--- config.mk ---
export PLATFORM = sky130hd
export DESIGN_NAME = matmul_mmio_ctrl
export DESIGN_NICKNAME = d
export VERILOG_FILES = /design/src/rtl/matmul_pkg.sv /design/src/rtl/mmio_regfile_dec.sv /design/src/rtl/matmul_mmio_ctrl.sv
export SDC_FILE = /design/constraint.sdc
export NUM_CORES = 1
export LEC_CHECK = 0
export BUFFER_PORTS_ARGS = -buffer_cell sky130_fd_sc_hd__buf_4
export CORE_ASPECT_RATIO = 0.8
export CORE_UTILIZATION = 35
export CTS_BUF_LIST = sky130_fd_sc_hd__clkbuf_4 sky130_fd_sc_hd__clkbuf_8
export CTS_CLUSTER_SIZE = 12
export DETAILED_ROUTE_END_ITERATION = 12
export PLACE_DENSITY = 0.55
export SLEW_MARGIN = 20
export SYNTH_ARGS = -nofsm -noshare
export SYNTH_HDL_FRONTEND = slang
export SYNTH_SLANG_ARGS = --single-unit
--- constraint.sdc ---
create_clock -name clk -period 10.7 [get_ports clk]
set_input_delay 0.535 -clock clk [delete_from_list [all_inputs] [get_ports clk]]
set_output_delay 0.535 -clock clk [all_outputs]
set_load 0.005 [all_outputs]
--- src/rtl/matmul_pkg.sv ---
// Shared register map, status bit positions and controller state encoding
// for the matrix-multiply MMIO controller.
package matmul_pkg;

  localparam logic [11:0] CTRL_OFF   = 12'h000;
  localparam logic [11:0] STATUS_OFF = 12'h004;
  localparam logic [11:0] CYCLES_OFF = 12'h008;
  localparam logic [11:0] A_BASE     = 12'h100;
  localparam logic [11:0] B_BASE     = 12'h200;
  localparam logic [11:0] C_BASE     = 12'h300;

  localparam int unsigned CTRL_START  = 0;
  localparam int unsigned CTRL_IRQ_EN = 1;

  localparam int unsigned ST_BUSY    = 0;
  localparam int unsigned ST_DONE    = 1;
  localparam int unsigned ST_TIMEOUT = 2;
  localparam int unsigned ST_WR_ERR  = 3;

  typedef enum logic [1:0] {
    S_IDLE    = 2'd0,
    S_START   = 2'd1,
    S_WAIT    = 2'd2,
    S_CAPTURE = 2'd3
  } state_e;

endpackage

--- src/rtl/mmio_regfile_dec.sv ---
// Bus address decode into write strobes, plus the registered read mux and
// the one-cycle acknowledge.
module mmio_regfile_dec
  import matmul_pkg::*;
#(
  parameter int EW = 16,
  parameter int NA = 4,
  parameter int NB = 4,
  parameter int NC = 4
) (
  input  logic               clk,
  input  logic               reset,
  input  logic               bus_we_i,
  input  logic               bus_re_i,
  input  logic [11:0]        bus_addr_i,
  output logic [31:0]        bus_rdata_o,
  output logic               bus_ready_o,
  output logic               ctrl_wr_o,
  output logic               status_wr_o,
  output logic               a_wr_o,
  output logic               b_wr_o,
  output logic [5:0]         idx_o,
  input  logic [31:0]        ctrl_rd_i,
  input  logic [31:0]        status_rd_i,
  input  logic [31:0]        cycles_i,
  input  logic [NA*EW-1:0]   a_flat_i,
  input  logic [NB*EW-1:0]   b_flat_i,
  input  logic [NC*2*EW-1:0] c_flat_i
);

  logic [11:0] addr_s;
  logic [5:0]  word_s;
  logic        a_hit_s, b_hit_s, c_hit_s;
  logic [31:0] rdata_d, rdata_q;
  logic        ready_q;
  logic        unused_s;

  assign addr_s   = {bus_addr_i[11:2], 2'b00};
  assign word_s   = bus_addr_i[7:2];
  assign idx_o    = word_s;
  assign unused_s = ^bus_addr_i[1:0];

  assign a_hit_s = (addr_s[11:8] == A_BASE[11:8]) && (int'(word_s) < NA);
  assign b_hit_s = (addr_s[11:8] == B_BASE[11:8]) && (int'(word_s) < NB);
  assign c_hit_s = (addr_s[11:8] == C_BASE[11:8]) && (int'(word_s) < NC);

  assign ctrl_wr_o   = bus_we_i && (addr_s == CTRL_OFF);
  assign status_wr_o = bus_we_i && (addr_s == STATUS_OFF);
  assign a_wr_o      = bus_we_i && a_hit_s;
  assign b_wr_o      = bus_we_i && b_hit_s;

  // Read mux; a read colliding with a write returns zero.
  always_comb begin
    rdata_d = 32'd0;
    if (bus_re_i && !bus_we_i) begin
      if (addr_s == CTRL_OFF)        rdata_d = ctrl_rd_i;
      else if (addr_s == STATUS_OFF) rdata_d = status_rd_i;
      else if (addr_s == CYCLES_OFF) rdata_d = cycles_i;
      else if (a_hit_s)              rdata_d = 32'(a_flat_i[int'(word_s)*EW +: EW]);
      else if (b_hit_s)              rdata_d = 32'(b_flat_i[int'(word_s)*EW +: EW]);
      else if (c_hit_s)              rdata_d = 32'(c_flat_i[int'(word_s)*2*EW +: 2*EW]);
      else                           rdata_d = 32'd0;
    end else begin
      rdata_d = 32'd0;
    end
  end

  // Registered read data and acknowledge.
  always_ff @(posedge clk or posedge reset) begin
    if (reset) begin
      rdata_q <= 32'd0;
      ready_q <= 1'b0;
    end else begin
      rdata_q <= rdata_d;
      ready_q <= bus_we_i | bus_re_i;
    end
  end

  assign bus_rdata_o = rdata_q;
  assign bus_ready_o = ready_q;

endmodule

--- src/rtl/matmul_mmio_ctrl.sv ---
// MMIO initiator for the systolic matmul engine: operand/result buffers,
// control/status registers and the start/wait/capture sequencer.
module matmul_mmio_ctrl
  import matmul_pkg::*;
#(
  parameter int ELEMENT_WIDTH = 16,
  parameter int ROW_A         = 2,
  parameter int COL_A         = 2,
  parameter int COL_B         = 2,
  parameter int TIMEOUT       = 1024
) (
  input  logic                       clk,
  input  logic                       reset,
  input  logic                       bus_we,
  input  logic                       bus_re,
  input  logic [11:0]                bus_addr,
  input  logic [31:0]                bus_wdata,
  output logic [31:0]                bus_rdata,
  output logic                       bus_ready,
  output logic                       irq,
  output logic [ELEMENT_WIDTH-1:0]   mat_a [0:ROW_A-1][0:COL_A-1],
  output logic [ELEMENT_WIDTH-1:0]   mat_b [0:COL_A-1][0:COL_B-1],
  output logic                       initiate_compute,
  input  logic                       compute_done,
  input  logic [2*ELEMENT_WIDTH-1:0] res_matrix [0:ROW_A-1][0:COL_B-1]
);

  localparam int EW = ELEMENT_WIDTH;
  localparam int NA = ROW_A * COL_A;
  localparam int NB = COL_A * COL_B;
  localparam int NC = ROW_A * COL_B;

  state_e        state_q, state_d;
  logic [EW-1:0] a_q [NA];
  logic [EW-1:0] b_q [NB];
  logic [2*EW-1:0] c_q [NC];
  logic          irq_en_q, done_q, timeout_q, wr_err_q, first_wait_q;
  logic [31:0]   cnt_q, cycles_q;

  logic          ctrl_wr_s, status_wr_s, a_wr_s, b_wr_s;
  logic [5:0]    idx_s;
  logic [31:0]   ctrl_rd_s, status_rd_s;
  logic [NA*EW-1:0]   a_flat_s;
  logic [NB*EW-1:0]   b_flat_s;
  logic [NC*2*EW-1:0] c_flat_s;
  logic          start_s, done_ok_s, timeout_hit_s;
  logic          busy_s, initiate_s, capture_s, timeout_evt_s;
  logic          unused_s;

  assign unused_s      = ^bus_wdata[31:EW];
  assign start_s       = ctrl_wr_s && bus_wdata[CTRL_START] && (state_q == S_IDLE);
  // The first WAIT cycle may still see the previous run's done level.
  assign done_ok_s     = !first_wait_q && compute_done;
  assign timeout_hit_s = (cnt_q >= 32'(TIMEOUT));

  // Sequencer state register.
  always_ff @(posedge clk or posedge reset) begin
    if (reset) state_q <= S_IDLE;
    else       state_q <= state_d;
  end

  // Sequencer next-state logic.
  always_comb begin
    state_d = state_q;
    case (state_q)
      S_IDLE:    if (start_s) state_d = S_START; else state_d = S_IDLE;
      S_START:   state_d = S_WAIT;
      S_WAIT: begin
        if (done_ok_s)          state_d = S_CAPTURE;
        else if (timeout_hit_s) state_d = S_IDLE;
        else                    state_d = S_WAIT;
      end
      S_CAPTURE: state_d = S_IDLE;
      default:   state_d = S_IDLE;
    endcase
  end

  // Sequencer outputs.
  always_comb begin
    busy_s        = 1'b0;
    initiate_s    = 1'b0;
    capture_s     = 1'b0;
    timeout_evt_s = 1'b0;
    case (state_q)
      S_IDLE:    busy_s = 1'b0;
      S_START:   begin busy_s = 1'b1; initiate_s = 1'b1; end
      S_WAIT:    begin busy_s = 1'b1; timeout_evt_s = !done_ok_s && timeout_hit_s; end
      S_CAPTURE: begin busy_s = 1'b1; capture_s = 1'b1; end
      default:   busy_s = 1'b0;
    endcase
  end

  // Control, sticky status flags, run counter and CYCLES.
  always_ff @(posedge clk or posedge reset) begin
    if (reset) begin
      irq_en_q     <= 1'b0;
      done_q       <= 1'b0;
      timeout_q    <= 1'b0;
      wr_err_q     <= 1'b0;
      first_wait_q <= 1'b0;
      cnt_q        <= 32'd0;
      cycles_q     <= 32'd0;
    end else begin
      first_wait_q <= (state_q == S_START);
      if (ctrl_wr_s) irq_en_q <= bus_wdata[CTRL_IRQ_EN];
      if (capture_s) done_q <= 1'b1;
      else if (start_s || (status_wr_s && bus_wdata[ST_DONE])) done_q <= 1'b0;
      if (timeout_evt_s) timeout_q <= 1'b1;
      else if (start_s || (status_wr_s && bus_wdata[ST_TIMEOUT])) timeout_q <= 1'b0;
      if ((a_wr_s || b_wr_s) && busy_s) wr_err_q <= 1'b1;
      else if (status_wr_s && bus_wdata[ST_WR_ERR]) wr_err_q <= 1'b0;
      if (start_s) cnt_q <= 32'd0;
      else if (((state_q == S_START) || (state_q == S_WAIT)) && (cnt_q != 32'hFFFF_FFFF))
        cnt_q <= cnt_q + 32'd1;
      if (capture_s) cycles_q <= cnt_q;
    end
  end

  // Operand buffers (frozen while busy) and result capture.
  always_ff @(posedge clk or posedge reset) begin
    if (reset) begin
      for (int k = 0; k < NA; k++) a_q[k] <= '0;
      for (int k = 0; k < NB; k++) b_q[k] <= '0;
      for (int k = 0; k < NC; k++) c_q[k] <= '0;
    end else begin
      for (int k = 0; k < NA; k++)
        if (a_wr_s && !busy_s && (idx_s == 6'(k))) a_q[k] <= bus_wdata[EW-1:0];
      for (int k = 0; k < NB; k++)
        if (b_wr_s && !busy_s && (idx_s == 6'(k))) b_q[k] <= bus_wdata[EW-1:0];
      if (capture_s)
        for (int r = 0; r < ROW_A; r++)
          for (int c = 0; c < COL_B; c++)
            c_q[r*COL_B+c] <= res_matrix[r][c];
    end
  end

  // Register read views.
  always_comb begin
    ctrl_rd_s                = 32'd0;
    ctrl_rd_s[CTRL_IRQ_EN]   = irq_en_q;
    status_rd_s              = 32'd0;
    status_rd_s[ST_BUSY]     = busy_s;
    status_rd_s[ST_DONE]     = done_q;
    status_rd_s[ST_TIMEOUT]  = timeout_q;
    status_rd_s[ST_WR_ERR]   = wr_err_q;
  end

  for (genvar r = 0; r < ROW_A; r++) begin : g_a_row
    for (genvar c = 0; c < COL_A; c++) begin : g_a_col
      assign mat_a[r][c] = a_q[r*COL_A+c];
    end
  end
  for (genvar r = 0; r < COL_A; r++) begin : g_b_row
    for (genvar c = 0; c < COL_B; c++) begin : g_b_col
      assign mat_b[r][c] = b_q[r*COL_B+c];
    end
  end
  for (genvar k = 0; k < NA; k++) begin : g_a_flat
    assign a_flat_s[k*EW +: EW] = a_q[k];
  end
  for (genvar k = 0; k < NB; k++) begin : g_b_flat
    assign b_flat_s[k*EW +: EW] = b_q[k];
  end
  for (genvar k = 0; k < NC; k++) begin : g_c_flat
    assign c_flat_s[k*2*EW +: 2*EW] = c_q[k];
  end

  assign initiate_compute = initiate_s;
  assign irq              = done_q & irq_en_q;

  mmio_regfile_dec #(.EW(EW), .NA(NA), .NB(NB), .NC(NC)) u_dec (
    .clk         (clk),
    .reset       (reset),
    .bus_we_i    (bus_we),
    .bus_re_i    (bus_re),
    .bus_addr_i  (bus_addr),
    .bus_rdata_o (bus_rdata),
    .bus_ready_o (bus_ready),
    .ctrl_wr_o   (ctrl_wr_s),
    .status_wr_o (status_wr_s),
    .a_wr_o      (a_wr_s),
    .b_wr_o      (b_wr_s),
    .idx_o       (idx_s),
    .ctrl_rd_i   (ctrl_rd_s),
    .status_rd_i (status_rd_s),
    .cycles_i    (cycles_q),
    .a_flat_i    (a_flat_s),
    .b_flat_i    (b_flat_s),
    .c_flat_i    (c_flat_s)
  );

endmodule
==> results.cfg <==
[detailed_routing]
vias_per_cell = 5.14
wl_per_cell_um = 22.7
drc = 0
drt_iter0_markers = 707
ant_nets = 0
num_vias = 10943
first_pass_iters = 5
wl_mm = 48.4

[global_route]
top_usage_layer = met2
met1_usage_pct = 28.5
grt_max_degree = 158
grtUsageMet3_pct = 6.99
grt_pass1_wl_mm = 74.0
gr-usage-met2_pct = 31.9
gr-total-overflow = 0
antenna_found_initial = 2
grtUsageTotal_pct = 20.8
grt_pass1_vias = 11731

[clock_tree]
clk_pin_slew_worst_paths_ns = 0.06
ctsHtreeMaxLevel = 3
cts_inserted_buffers = 66
post_cts_buffers = 0
clk_latency_ns = 0.61
clockBufferDepth = 3
cts_resized = 0
root_buffer = clkbuf_8
cts_sinks = 360
hold_buffers = 0
cts_tree = yes

[finish]
layout.cells.non_filler = 2131
nNetsFinal = 1658
drive_above_1_share_pct = 54.1
antenna_cells = 0
syn2layout_area_growth_pct = 26.4
final_core_util_pct = 44.9
n_fill_cell = 4231

[worst_setup_path]
cp.required_ns = 11.13
cp-start-kind = input port
end_kind = flop
worst-endpoint-arrival_ns = 3.68
crit_fanout = 17
worstSetupPathType = in2reg

[logic_synthesis]
avgSynthCellArea_um2 = 14.2
yosysWarnings = 0
syn_nets = 1327
synth_cell_types = 64
ys.flop_type = dfrtp_1
ys_seq_area_share_pct = 55.3
synth_seq_cells = 360
synth_edf_count = 0
async_flop_share_pct = 100
netlist_area_um2 = 16300
synthCells = 1143

[timing]
relSlewSlack_pct = 21.5
rsz0062_at_grt = no
fmax_mhz = 308
skew_ns = 0.0163
tns_ns = 0
drv_slew = 0
min_period_over_period_pct = 30.4
fin_crit_ns = 3.25
tightest_slew_ns = 1.17
hold_violations = 0
setup_viol_count_final = 0

[run_status]
status = complete, no violations

[floorplan]
die_h_um = 195
start_util_pct = 35.5
die_x_um = 243
io_pins = 340
core-area_um2 = 45800
rows = 70
dieArea_um2 = 47400

[placed_design]
hpwlAfterDp_mm = 33.6
io_buffers = 321
dp_cells = 2018
place_congestion = 0.815

[pwr]
p_per_area_nw_per_um2 = 145
ir_drop_mv = 0.0939
leakagePower_nw = 9.65

[min_path]
hp-class = in2async

[run]
cap_violations = 0
[worst max-delay path: stages]
cell and delay (ns):
buf_4 0.11, nor4_1 0.94, and3_1 0.68, and2_1 0.75
a211oi_1 0.16, nor3_1 0.50
[per-stage QoR]
| stage | setup WS, ns | hold slack (ns) | total power, mW | cell area (um^2) |
|---|---|---|---|---|
| 3_3_place_gp | 6.70 | 0.481 | 1.68 | 19200 |
| 6_report | 7.45 | 0.107 | 2.99 | 20600 |
| 4_1_cts | 7.35 | 0.0978 | 3.04 | 20600 |
| 5_1_grt | 7.40 | 0.107 | 3.13 | 20600 |
| 2_1_floorplan | 0.175 | 0.445 | 1.58 | 16300 |
| 3_5_place_dp | 6.65 | 0.475 | 1.69 | 19200 |
[flip-flops by register name (all words and copies together), names as in the netlist, 2 cells and up]
register           flops
mat_a                 64
u_dec.bus_rdata_o     32
cycles_q              32
cnt_q                 32
c_flat_s             128
state_q                2
mat_b                 64
[synth_stat cells (9+ instances only)]
| library cell | number | area share, % |
|---|---|---|
| mux2_2 | 280 | 19 |
| nand3_1 | 15 | 0.46 |
| nand4_1 | 9 | 0.35 |
| clkbuf_1 | 30 | 0.69 |
| dfrtp_1 | 360 | 55 |
| xnor2_1 | 12 | 0.65 |
| or4_1 | 11 | 0.51 |
| a22oi_1 | 28 | 1.3 |
| mux2_4 | 10 | 0.92 |
| or3_1 | 9 | 0.35 |
| a21oi_1 | 23 | 0.71 |
| inv_1 | 10 | 0.23 |
| nand2_1 | 81 | 1.9 |
| nor2_1 | 42 | 0.97 |
| mux4_2 | 64 | 8.9 |
| buf_2 | 25 | 0.77 |
| nor4_1 | 13 | 0.50 |
[power breakdown]
part	switching (mW)	internal, mW
registers	0.0302	1.41
clock network	0.575	0.758
logic	0.114	0.108
total	0.719	2.27
[layout by cell type (no fill, tap or decap), drive strengths merged, types with 9 or more instances in the layout]
cell    netlist  routed
mux4         64      64
xnor2        12      12
a21oi        23      23
or3           9       9
inv          10      10
nor3         11      11
a22oi        28      28
nand2        81      81
dfrtp       360     360
buf          42     335
nor2         43      43
mux2        290     290
clkbuf       30     102
clkinv        0       9
nand3        16      16
or4          13      13
nand4        10      10
nor4         14      14
[final cells by class]
| cell class | count | area, um^2 | share of cell area, % |
|---|---|---|---|
| clock buffers | 102 | 1280 | 6.21 |
| well taps | 612 | 766 | 3.72 |
| multi-input cells | 701 | 6890 | 33.5 |
| flip-flops and latches | 360 | 9010 | 43.8 |
| inverters | 10 | 45.0 | 0.219 |
| clock inverters | 11 | 60.1 | 0.292 |
| repair buffers | 335 | 2530 | 12.3 |
[per-layer routing]
metal,share of wire (%),vias up
met5,0.027,-
li1,-,4920
met1,45,5686
met2,47,275
met4,1.4,2
met3,7.0,60
[cells by family after synthesis]
kind of cell / Yosys count / synth area share, %
flops: 360 / 55.3
mux: 357 / 29.3
simple gates: 230 / 7.46
compound gates: 93 / 4.10
buf+inv: 82 / 2.48
xor+xnor: 14 / 0.753
fa+ha+maj: 7 / 0.538
[final timing paths]
path | start | end | slack, ns | cells after the start
max in group asynchronous | reset | mat_a[58]$_DFFE_PP0P_ | 8.99 | 3
setup / recovery | bus_addr[5] | u_dec.bus_rdata_o[4]$_DFF_PP0_ | 7.45 | 6
hold reg to reg | wr_err_q$_DFFE_PP0P_ | wr_err_q$_DFFE_PP0P_ | 0.50 | 2
setup reg to reg | state_q[1]$_DFF_PP0_ | c_flat_s[75]$_DFFE_PP0P_ | 7.87 | 4
min in group clk | res_matrix[102] | c_flat_s[6]$_DFFE_PP0P_ | 0.15 | 2
hold / removal | reset | c_flat_s[34]$_DFFE_PP0P_ | 0.11 | 2
No activity file was read; power rests on OpenSTA's default activity.
